### src/rtl/delay_credit_buffer_if.sv
// Issue, delay-line return and output stream signals of delay_credit_buffer.
// The master modport is the buffer side; slave is the surrounding upstream/downstream logic.
interface delay_credit_buffer_if #(
  parameter int unsigned DATAWIDTH = 32
);
  logic                 issue_ready;
  logic                 issue_fire;
  logic                 pipe_valid;
  logic [DATAWIDTH-1:0] pipe_data;
  logic                 m_valid;
  logic                 m_ready;
  logic [DATAWIDTH-1:0] m_data;

  modport master (
    output issue_ready, m_valid, m_data,
    input  issue_fire, pipe_valid, pipe_data, m_ready
  );

  modport slave (
    input  issue_ready, m_valid, m_data,
    output issue_fire, pipe_valid, pipe_data, m_ready
  );
endinterface

### src/rtl/delay_credit_buffer.sv
// Credit-managed FIFO behind a fixed-latency, non-stallable delay line.
// Define DELAY_CREDIT_BUFFER_BYPASS_EN to present a word arriving at an empty FIFO combinationally.
module delay_credit_buffer #(
  parameter int unsigned DATAWIDTH = 32,
  parameter int unsigned LATENCY   = 4,
  parameter int unsigned DEPTH     = LATENCY + 2
) (
  input  logic                  clk,
  input  logic                  rst,
  delay_credit_buffer_if.master bus,
  output logic                  credit_err,
  output logic                  overflow_err
);
  localparam int unsigned CW = $clog2(DEPTH + 1);
  localparam int unsigned PW = (DEPTH > 1) ? $clog2(DEPTH) : 1;

  logic [CW-1:0]        credits_q, credits_d;
  logic [CW-1:0]        count_q, count_d;
  logic [PW-1:0]        rd_ptr_q, rd_ptr_d;
  logic [PW-1:0]        wr_ptr_q, wr_ptr_d;
  logic                 credit_err_q, credit_err_d;
  logic                 overflow_err_q, overflow_err_d;
  logic [DATAWIDTH-1:0] mem_q [DEPTH];

  logic                 byp;
  logic                 take;
  logic                 pop;
  logic                 byp_take;
  logic                 fifo_pop;
  logic                 push;
  logic                 m_valid_c;
  logic [DATAWIDTH-1:0] m_data_c;

  // Per-cycle events and next state; a bypassed word consumed at once never touches the FIFO.
  always_comb begin
    byp            = 1'b0;
`ifdef DELAY_CREDIT_BUFFER_BYPASS_EN
    byp            = (count_q == '0) && bus.pipe_valid;
`endif
    m_valid_c      = (count_q != '0) || byp;
    m_data_c       = byp ? bus.pipe_data : mem_q[rd_ptr_q];
    take           = bus.issue_fire && (credits_q != '0);
    pop            = m_valid_c && bus.m_ready;
    byp_take       = byp && bus.m_ready;
    fifo_pop       = pop && !byp_take;
    push           = bus.pipe_valid && !byp_take && ((count_q < CW'(DEPTH)) || pop);

    credits_d      = credits_q - CW'(take) + CW'(pop);
    count_d        = count_q + CW'(push) - CW'(fifo_pop);
    wr_ptr_d       = wr_ptr_q;
    rd_ptr_d       = rd_ptr_q;
    if (push)
      wr_ptr_d = (wr_ptr_q == PW'(DEPTH - 1)) ? '0 : wr_ptr_q + PW'(1);
    if (fifo_pop)
      rd_ptr_d = (rd_ptr_q == PW'(DEPTH - 1)) ? '0 : rd_ptr_q + PW'(1);
    credit_err_d   = credit_err_q || (bus.issue_fire && (credits_q == '0));
    overflow_err_d = overflow_err_q || (bus.pipe_valid && !push && !byp_take);
  end

  always_ff @(posedge clk) begin
    if (rst) begin
      credits_q      <= CW'(DEPTH);
      count_q        <= '0;
      rd_ptr_q       <= '0;
      wr_ptr_q       <= '0;
      credit_err_q   <= 1'b0;
      overflow_err_q <= 1'b0;
    end else begin
      credits_q      <= credits_d;
      count_q        <= count_d;
      rd_ptr_q       <= rd_ptr_d;
      wr_ptr_q       <= wr_ptr_d;
      credit_err_q   <= credit_err_d;
      overflow_err_q <= overflow_err_d;
    end
  end

  // Storage carries no reset; validity is tracked entirely by count_q.
  always_ff @(posedge clk) begin
    if (!rst && push)
      mem_q[wr_ptr_q] <= bus.pipe_data;
  end

  assign bus.issue_ready = (credits_q != '0);
  assign bus.m_valid     = m_valid_c;
  assign bus.m_data      = m_data_c;
  assign credit_err      = credit_err_q;
  assign overflow_err    = overflow_err_q;

`ifndef SYNTHESIS
  // Every credit is either free, parked in the FIFO, or riding the delay line.
  int inflight_q, inflight_d;

  always_comb begin
    inflight_d = inflight_q + int'(take) - int'(bus.pipe_valid);
  end

  always_ff @(posedge clk) begin
    if (rst) inflight_q <= 0;
    else     inflight_q <= inflight_d;
    if (!rst && !overflow_err_q) begin
      assert (int'(credits_q) + int'(count_q) + inflight_q == int'(DEPTH));
      assert (inflight_q <= int'(LATENCY));
    end
  end
`endif
endmodule
### src/flat_wrapper.sv
// flat-port wrapper written by rule: the top's interface ports become plain ports
module delay_credit_buffer_flat 
#(
  parameter int unsigned DATAWIDTH = 32,
  parameter int unsigned LATENCY   = 4,
  parameter int unsigned DEPTH     = LATENCY + 2
)
  (clk, rst, credit_err, overflow_err, bus_issue_ready, bus_m_valid, bus_m_data, bus_issue_fire, bus_pipe_valid, bus_pipe_data, bus_m_ready);
  delay_credit_buffer_if #(.DATAWIDTH(DATAWIDTH)) bus_i ();
  input  logic clk;
  input  logic rst;
  output logic credit_err;
  output logic overflow_err;
  output wire logic [$bits(bus_i.issue_ready)-1:0] bus_issue_ready;
  output wire logic [$bits(bus_i.m_valid)-1:0] bus_m_valid;
  output wire logic [$bits(bus_i.m_data)-1:0] bus_m_data;
  input wire logic [$bits(bus_i.issue_fire)-1:0] bus_issue_fire;
  input wire logic [$bits(bus_i.pipe_valid)-1:0] bus_pipe_valid;
  input wire logic [$bits(bus_i.pipe_data)-1:0] bus_pipe_data;
  input wire logic [$bits(bus_i.m_ready)-1:0] bus_m_ready;
  assign bus_issue_ready = bus_i.issue_ready;
  assign bus_m_valid = bus_i.m_valid;
  assign bus_m_data = bus_i.m_data;
  assign bus_i.issue_fire = bus_issue_fire;
  assign bus_i.pipe_valid = bus_pipe_valid;
  assign bus_i.pipe_data = bus_pipe_data;
  assign bus_i.m_ready = bus_m_ready;
  delay_credit_buffer #(.DATAWIDTH(DATAWIDTH), .LATENCY(LATENCY), .DEPTH(DEPTH)) u_core (.clk(clk), .rst(rst), .bus(bus_i), .credit_err(credit_err), .overflow_err(overflow_err));
endmodule
### config.mk
export PLATFORM = sky130hd
export DESIGN_NAME = delay_credit_buffer_flat
export DESIGN_NICKNAME = d
export VERILOG_FILES = /design/src/rtl/delay_credit_buffer_if.sv /design/src/rtl/delay_credit_buffer.sv /design/src/flat_wrapper.sv
export SDC_FILE = /design/constraint.sdc
export NUM_CORES = 1
export LEC_CHECK = 0
export CORE_AREA = 2 2 129 131
export CTS_CLUSTER_DIAMETER = 150
export DETAILED_ROUTE_END_ITERATION = 12
export DIE_AREA = 0 0 131 133
export PLACE_DENSITY_LB_ADDON = 0.15
export SYNTH_ARGS = -nofsm -noshare
export SYNTH_HDL_FRONTEND = slang
export SYNTH_SLANG_ARGS = --single-unit
### constraint.sdc
create_clock -name clk -period 5.3 [get_ports clk]
set_clock_uncertainty 0.15 [all_clocks]
set_input_delay 0.795 -clock clk [delete_from_list [all_inputs] [get_ports clk]]
set_output_delay 0.795 -clock clk [all_outputs]
set_load 0.005 [all_outputs]
# Word-level counts from Yosys, hierarchy flattened
# Memories as Yosys holds them, arrays and structs flattened. A register that Yosys moved wholly into a read port is not among the register bits.
# Index checks and enable logic that the tools add are counted.
dict set report totals {
  ff_bits 14
  latch_bits 0
  ramBits 192
  rom_bits 0
  inputBits 37
  out_inout_bits 36
  word_cells 36
  memories 1
}
dict set report classes {
  addsub 6
  mul 0
  n_div 0
  magnitude_cmp 1
  eq_ne 2
  n_shift 0
  mux 6
  bitwise_logic 0
  reduce_logical 14
}
# name depth width read_ports rd_ports_with_merged_regs wr line_no
set memory_table {}
lappend memory_table {u_core.mem_q 6 32 1 1 1 delay_credit_buffer.sv:23} ;# logic [DATAWIDTH-1:0] mem_q [DEPTH];
# operator count
set op_table {}
lappend op_table {{two-way mux 3 bit} 4}
lappend op_table {{adder 3 x 1 -> 3 bit} 2}
lappend op_table {{adder 3 x 1 -> 3 bit (second input constant)} 2}
lappend op_table {{== test 3 bit (second input constant)} 2}
lappend op_table {{logical AND 1 bit} 6}
lappend op_table {{nonzero test 3 bit} 2}
lappend op_table {{subtractor 3 x 1 -> 3 bit} 2}
lappend op_table {{zero test 3 bit} 1}
lappend op_table {{logical OR 1 bit} 3}
lappend op_table {{< comparator 3 bit (second input constant)} 1}
lappend op_table {{zero test 1 bit} 2}
lappend op_table {{two-way mux 1 bit} 2}

# Logic depth before layout (Yosys ltp)
# Gate-level depths: netlist (run 1).
dict set report logic_depth {
  ltp_word 7
  depth_mapped 10
  depth_no_buf 10
}

# Least setup slack after synthesis (run 1)
# OpenSTA, ideal clock, no wires.
dict set report synth_path {
  kind {input -> register}
  startpoint {input bus_m_ready}
  endpoint {memory u_core.mem_q[5][0], enable pin}
  setup_ns 0.513
  arrival_ns 4.550
  required_time_ns 4.637
  slack_ns 0.087
  stages 3
  path_buffers 0
  path_cell_list {o31a_2 > o21ai_1 > nor4b_1}
}
dict set report synth_between {
  elab_chain_len 6
}
# item line_no
set synth_lines {}
lappend synth_lines {{start: declaration} flat_wrapper.sv:20} ;# input wire logic [$bits(bus_i.m_ready)-1:0] bus_m_ready;
lappend synth_lines {{logical AND 1 bit} delay_credit_buffer.sv:43} ;# pop = m_valid_c && bus.m_ready;
lappend synth_lines {{logical OR 1 bit} delay_credit_buffer.sv:46} ;# push = bus.pipe_valid && !byp_take && ((count_q < CW'(DEPTH)) || pop);
lappend synth_lines {{logical AND 1 bit} delay_credit_buffer.sv:46}
lappend synth_lines {{logical AND 1 bit} delay_credit_buffer.sv:80} ;# if (!rst && push)
lappend synth_lines {{two-way mux 1 bit} delay_credit_buffer.sv:80}
lappend synth_lines {{two-way mux 1 bit (not written as such)} delay_credit_buffer.sv:81} ;# mem_q[wr_ptr_q] <= bus.pipe_data;
lappend synth_lines {{end: declaration} delay_credit_buffer.sv:23}
# Every way passes these cells.

==> impl_metrics.json, run 1 <==
{
  "cp-end-kind": "output pin",
  "status": "completed",
  "finalSetupViolCount": 0,
  "post-dp-hpwl_mm": 7.76,
  "powerDensity_nw_per_um2": 421,
  "hp-start": "u_core.credit_err$_SDFF_PP0_",
  "gp_congestion": 0.713,
  "final_cells": 740,
  "io_pins": 73,
  "initial_core_util_pct": 49.8,
  "cp-start-kind": "flip-flop",
  "post_cts_resized": 0,
  "hp-class": "reg -> reg",
  "synth_top_family_by_area": "multiplexers",
  "clockBufferDepth": 3,
  "yosysSeqAreaShare_pct": 75.9,
  "grt_max_degree": 53,
  "reg2reg_setup_slack_ns": 2.83,
  "grt_pass1_vias": 4177,
  "worstMarginPinSlew_ns": 1.10,
  "ir_drop_uv": 209,
  "final_antenna_net_count": 0,
  "max_freq_ghz": 0.258,
  "core_area_sq_um": 16200,
  "cts_tree": "done",
  "die_w_microns": 131,
  "final_common_cell": "edfxtp_1",
  "final_nets": 549,
  "vias": 3920,
  "die_h_microns": 133,
  "drt_iter0_drc": 239,
  "overflow": 0,
  "h-tree-depth": 1,
  "vias_per_cell": 5.30,
  "antenna_cells": 0,
  "clock-root-buffer": "clkbuf_16",
  "cap_violations": 0,
  "drt-wirelength-per-cell_microns": 19.1,
  "timing.rr.start": "u_core.count_q[1]$_SDFF_PP0_",
  "ff2ff_path_depth": 7,
  "clock_latency_ns": 0.49,
  "syn_to_final_growth_pct": 19.7,
  "cts_buffers": 21,
  "crit_arrival_ns": 2.94,
  "post_cts.repair.setup_buffers": 0,
  "synth-compound-area-share_pct": 3.02,
  "synth_edf_count": 192,
  "synth.avg_cell_area_sq_um": 19.2,
  "hold_viol_final": 0,
  "syn_inst": 419,
  "synth_xor_area_share_pct": 0.435,
  "worstHoldEndpoint": "u_core.credit_err$_SDFF_PP0_",
  "synth-main-ff-cell": "edfxtp_1",
  "rsz0062_at_grt": "no",
  "placed_cells": 702,
  "first_pass_iters": 4,
  "cts_hold_buf": 0,
  "clock_sinks": 209,
  "min_period_ns": 3.88,
  "synth_warnings": 0,
  "yosys.area_share.simple_pct": 3.76,
  "crit_type": "reg -> out",
  "final_cell_mix": "192 x edfxtp_1, 72 x clkdlybuf4s50_1, 37 x nor2_1, 36 x a21oi_1, 33 x mux2i_1",
  "syn_area_sq_um": 8050,
  "route.detailed.drc": 0,
  "grt_pass1_wl_mm": 22.2,
  "drive_above_1_share_pct": 14.6,
  "numPortBuffers": 72,
  "crit_fanout": 52,
  "slew_viol_final": 0,
  "clk_pin_slew_worst_paths_ns": 0.06,
  "synth_fa_ha_area_share_pct": 1.27,
  "grt_usage_pct": 16.8,
  "dieArea_sq_um": 17400,
  "rows": 47,
  "async_flop_share_pct": 0,
  "yosysUniqueCellTypes": 39,
  "timing.rr.end": "u_core.count_q[1]$_SDFF_PP0_",
  "synth_mux_area_share_pct": 13.5,
  "antenna_found_initial": 0,
  "syn_nets": 463,
  "leakagePower_nw": 3.12,
  "slew_headroom_pct": 26.6,
  "fin_crit_sh_pct": 73.3,
  "synth_seq_cells": 209,
  "tns_ns": 0,
  "critPathRequiredTime_ns": 4.36,
  "holdPathStages": 2,
  "routed_wl_mm": 14.2
}
-- synth_stat cells (2+ instances only) --
cell | n | share of area (%)
buf_12 | 2 | 0.50
buf_1 | 2 | 0.093
a21oi_1 | 36 | 2.2
or3_1 | 2 | 0.16
nand2b_1 | 2 | 0.16
dfxtp_1 | 17 | 4.2
inv_1 | 11 | 0.51
nor2b_1 | 4 | 0.31
ha_1 | 5 | 0.78
clkbuf_1 | 6 | 0.28
edfxtp_1 | 192 | 72
buf_2 | 3 | 0.19
mux4_1 | 6 | 2.0
mux2i_1 | 33 | 4.1
nor4b_1 | 3 | 0.33
buf_4 | 3 | 0.28
fa_1 | 2 | 0.50
nor2_1 | 38 | 1.8
mux4_2 | 26 | 7.3
xnor2_1 | 4 | 0.44
nand2_1 | 2 | 0.093
nor3_1 | 3 | 0.19
-- through the flow --
stage	setup WS, ns	power (W)	hold WS, ns	utilization, %	instance area, sq um
2_1_floorplan	0.0869	0.00250	0.304	-	8050
3_3_place_gp	1.79	0.00278	0.309	55.8	9030
3_5_place_dp	1.75	0.00280	0.317	55.8	9030
4_1_cts	1.32	0.00411	0.337	59.6	9630
5_1_grt	1.19	0.00425	0.360	59.6	9630
6_report	1.42	0.00406	0.326	59.6	9630
-- routing by layer --
| layer | GRT usage (%) | up-vias | wire [microns] |
|---|---|---|---|
| met3 | 2.99 | 24 | 574 |
| met2 | 27.6 | 77 | 7000 |
| li1 | - | 1827 | - |
| met5 | 0 | - | 0 |
| met1 | 23.4 | 1992 | 6350 |
| met4 | 4.43 | 0 | 233 |
-- layout make-up --
class,count,area [sq um]
fillers,1187,6540
flip-flops and latches,209,6110
multi-input cells,181,1810
clock buffers,27,548
repair buffers,81,788
inverters,11,41.3
clock inverters,11,57.6
well taps,220,275
-- worst max-delay path by stage --
stage / startpoint / endpoint / slack (ns) / cells after the start
2_1_floorplan: bus_m_ready / u_core.mem_q[5][0]$_DFFE_PP_ / 0.09 / 3
3_3_place_gp: rst / u_core.mem_q[3][19]$_DFFE_PP_ / 1.79 / 3
3_5_place_dp: rst / u_core.mem_q[3][14]$_DFFE_PP_ / 1.75 / 3
4_1_cts: flip-flop / bus_m_data[6] / 1.32 / 5
5_1_grt: flip-flop / bus_m_data[9] / 1.19 / 5
6_report: flip-flop / bus_m_data[9] / 1.42 / 5
-- worst max-delay path: stages (launching register included) --
cell	delay [ns]
dfxtp_4	1.01
buf_4	0.32
mux4_2	0.50
nor2_1	0.10
a21oi_1	0.05
clkdlybuf4s50_1	0.46
-- where the power goes --
part	leakage, nW	internal (W)	total, W	switching (W)
combinational	0.953	0.000472	0.000737	0.000265
clock	0.290	0.000732	0.00131	0.000582
sequential	1.88	0.00187	0.00201	0.000137
-- registers in the layout, summed over array words and instances, names as in the netlist, named ones only --
register	flops
u_core.credit_err	1
u_core.credits_q	3
u_core.rd_ptr_q	3
u_core.wr_ptr_q	3
u_core.overflow_err	1
u_core.count_q	3
u_core.mem_q	192
-- cell families after synthesis --
logic type	Yosys count
flip-flops	209
AO/OA/AOI/OAI	42
AND/OR/NAND/NOR	62
adder cells (fa/ha/maj)	7
multiplexers	66
XOR/XNOR	4
buffers and inverters	29
Note: power is estimated with default switching activity, not from simulation.
==> run 2: changes to the inputs <==
Settings changed: CORE_AREA 2 2 129 131 to 2 2 122 124, DIE_AREA 0 0 131 133 to 0 0 124 126.
Clock period 5.3 ns to 3.81 ns, I/O delays scaled along.
==> run 2 against run 1 <==
Cell area rose by 0.56%. Total power rose by 39%. Clock power rose by 36%. Critical path type unchanged. Via count rose by 1.1%.
==> impl_metrics.json, run 2 (same netlist as run 1, synthesis figures left out) <==
{
  "dpl_cell_area_sq_um": 9090,
  "cts_tree": "done",
  "hold_viol_final": 0,
  "route.detailed.drc": 0,
  "power_w": 0.00563,
  "fillers": 977,
  "slew_headroom_pct": 41.1,
  "vias": 3965,
  "overflow": 0,
  "fin_area_sq_um": 9690,
  "rows": 44,
  "drt_iter0_drc": 307,
  "ff_latch_area_sq_um": 6110,
  "drt-wirelength-per-cell_microns": 19.7,
  "grt_pass1_wl_mm": 22.1,
  "cp-start-kind": "flip-flop",
  "post_cts_resized": 0,
  "crit_type": "reg -> out",
  "cp-end-kind": "output pin",
  "io_pins": 73,
  "core_area_sq_um": 14300,
  "vias_per_cell": 5.58,
  "cts_buffers": 21,
  "grt_usage_pct": 18.7,
  "dieArea_sq_um": 15600,
  "slew_viol_final": 0,
  "routed-wl-met2_mm": 7.30,
  "max_freq_ghz": 0.308,
  "routed_wl_mm": 14.0,
  "drive_above_1_share_pct": 15.9,
  "clock-root-buffer": "clkbuf_16",
  "die_h_microns": 126,
  "powerDensity_nw_per_um2": 581,
  "largest_register_ffs": 192,
  "tns_ns": 0,
  "h-tree-depth": 1,
  "worstMarginPinSlew_ns": 0.883,
  "hp-class": "reg -> reg",
  "post_cts.repair.setup_buffers": 0,
  "final_cell_mix": "192 x edfxtp_1, 72 x clkdlybuf4s50_1, 37 x nor2_1, 36 x a21oi_1, 33 x mux2i_1",
  "met3_length_microns": 520,
  "fin_crit_sh_pct": 85.4,
  "finalSetupViolCount": 0,
  "clockBufferDepth": 3,
  "clk_pin_slew_worst_paths_ns": 0.06,
  "final_antenna_net_count": 0,
  "crit_fanout": 16,
  "multi_input_area_sq_um": 1840,
  "rsz0062_at_grt": "no",
  "final_nets": 557,
  "post-place-ws_ns": 0.797,
  "first_pass_iters": 4,
  "post-dp-hpwl_mm": 8.39,
  "leakagePower_nw": 3.18,
  "final_common_cell": "edfxtp_1",
  "antenna_cells": 0,
  "syn_to_final_growth_pct": 20.3,
  "fin_ws_ns": 0.558,
  "fin_util_pct": 67.7,
  "initial_core_util_pct": 56.2,
  "wl_met1_mm": 5.91,
  "gp_congestion": 0.756,
  "ir_drop_uv": 374,
  "grt_max_degree": 38,
  "highest_layer": "met4",
  "antenna_found_initial": 0,
  "numPortBuffers": 72,
  "cap_violations": 0,
  "status": "completed",
  "min_period_ns": 3.25,
  "critPathRequiredTime_ns": 3.09,
  "die_w_microns": 124,
  "cts_hold_buf": 0,
  "grt_pass1_vias": 4325,
  "crit_arrival_ns": 2.53,
  "top_register": "u_core.mem_q",
  "clock_latency_ns": 0.48,
  "clock_sinks": 209
}
-- run 2: cell count changes in the layout (fill, tap and decap cells not counted), moves of 2 or more --
cell	delta
buf_12	+2
clkbuf_1	-2
clkinvlp_4	-2
clkinv_2	+3
buf_4	+6
nor4b_4	+2
nor4b_2	-2
-- run 2: area by class of cell --
class                   count  share of cell area [%]
clock buffers              25                    5.58
well taps                 184                    2.38
inverters                  11                   0.426
clock inverters            12                   0.542
multi-input cells         181                    19.0
repair buffers             89                    9.02
flip-flops and latches    209                    63.1
-- run 2: worst paths after layout --
kind / from / to / cells past startpoint / slack, ns
setup / recovery: flip-flop / bus_m_data[4] / 5 / 0.56
hold / removal: u_core.credit_err$_SDFF_PP0_ / u_core.credit_err$_SDFF_PP0_ / 2 / 0.32
setup reg to reg: u_core.count_q[1]$_SDFF_PP0_ / u_core.count_q[1]$_SDFF_PP0_ / 7 / 1.20
hold reg to reg: u_core.credit_err$_SDFF_PP0_ / u_core.credit_err$_SDFF_PP0_ / 2 / 0.32
-- run 2: stage by stage --
| step | instances | hold slack (ns) |
|---|---|---|
| after global routing | 711 | 0.370 |
| after global placement | 674 | 0.299 |
| after floorplan | 419 | 0.304 |
| final | 711 | 0.324 |
| after CTS | 711 | 0.330 |
| after detailed placement | 674 | 0.316 |
-- run 2: report_power, final --
part           switching (W)  leakage, nW  internal [W]
sequential          0.000108         1.88       0.00260
clock               0.000776        0.296       0.00101
combinational       0.000460         1.01      0.000679
total                0.00135         3.18       0.00429
-- run 2: metal layers --
metal  vias to the layer above  GRT usage [%]
li1                       1844              -
met1                      2011           24.6
met2                        87           32.4
met3                        23           2.99
met4                         0           5.35
met5                         -              0
-- run 2: critical path: stages (launching register included) --
cell	delay [ns]
dfxtp_4	0.53
buf_4	0.30
mux4_1	0.60
nor2_1	0.11
a21oi_1	0.05
clkdlybuf4s50_1	0.46
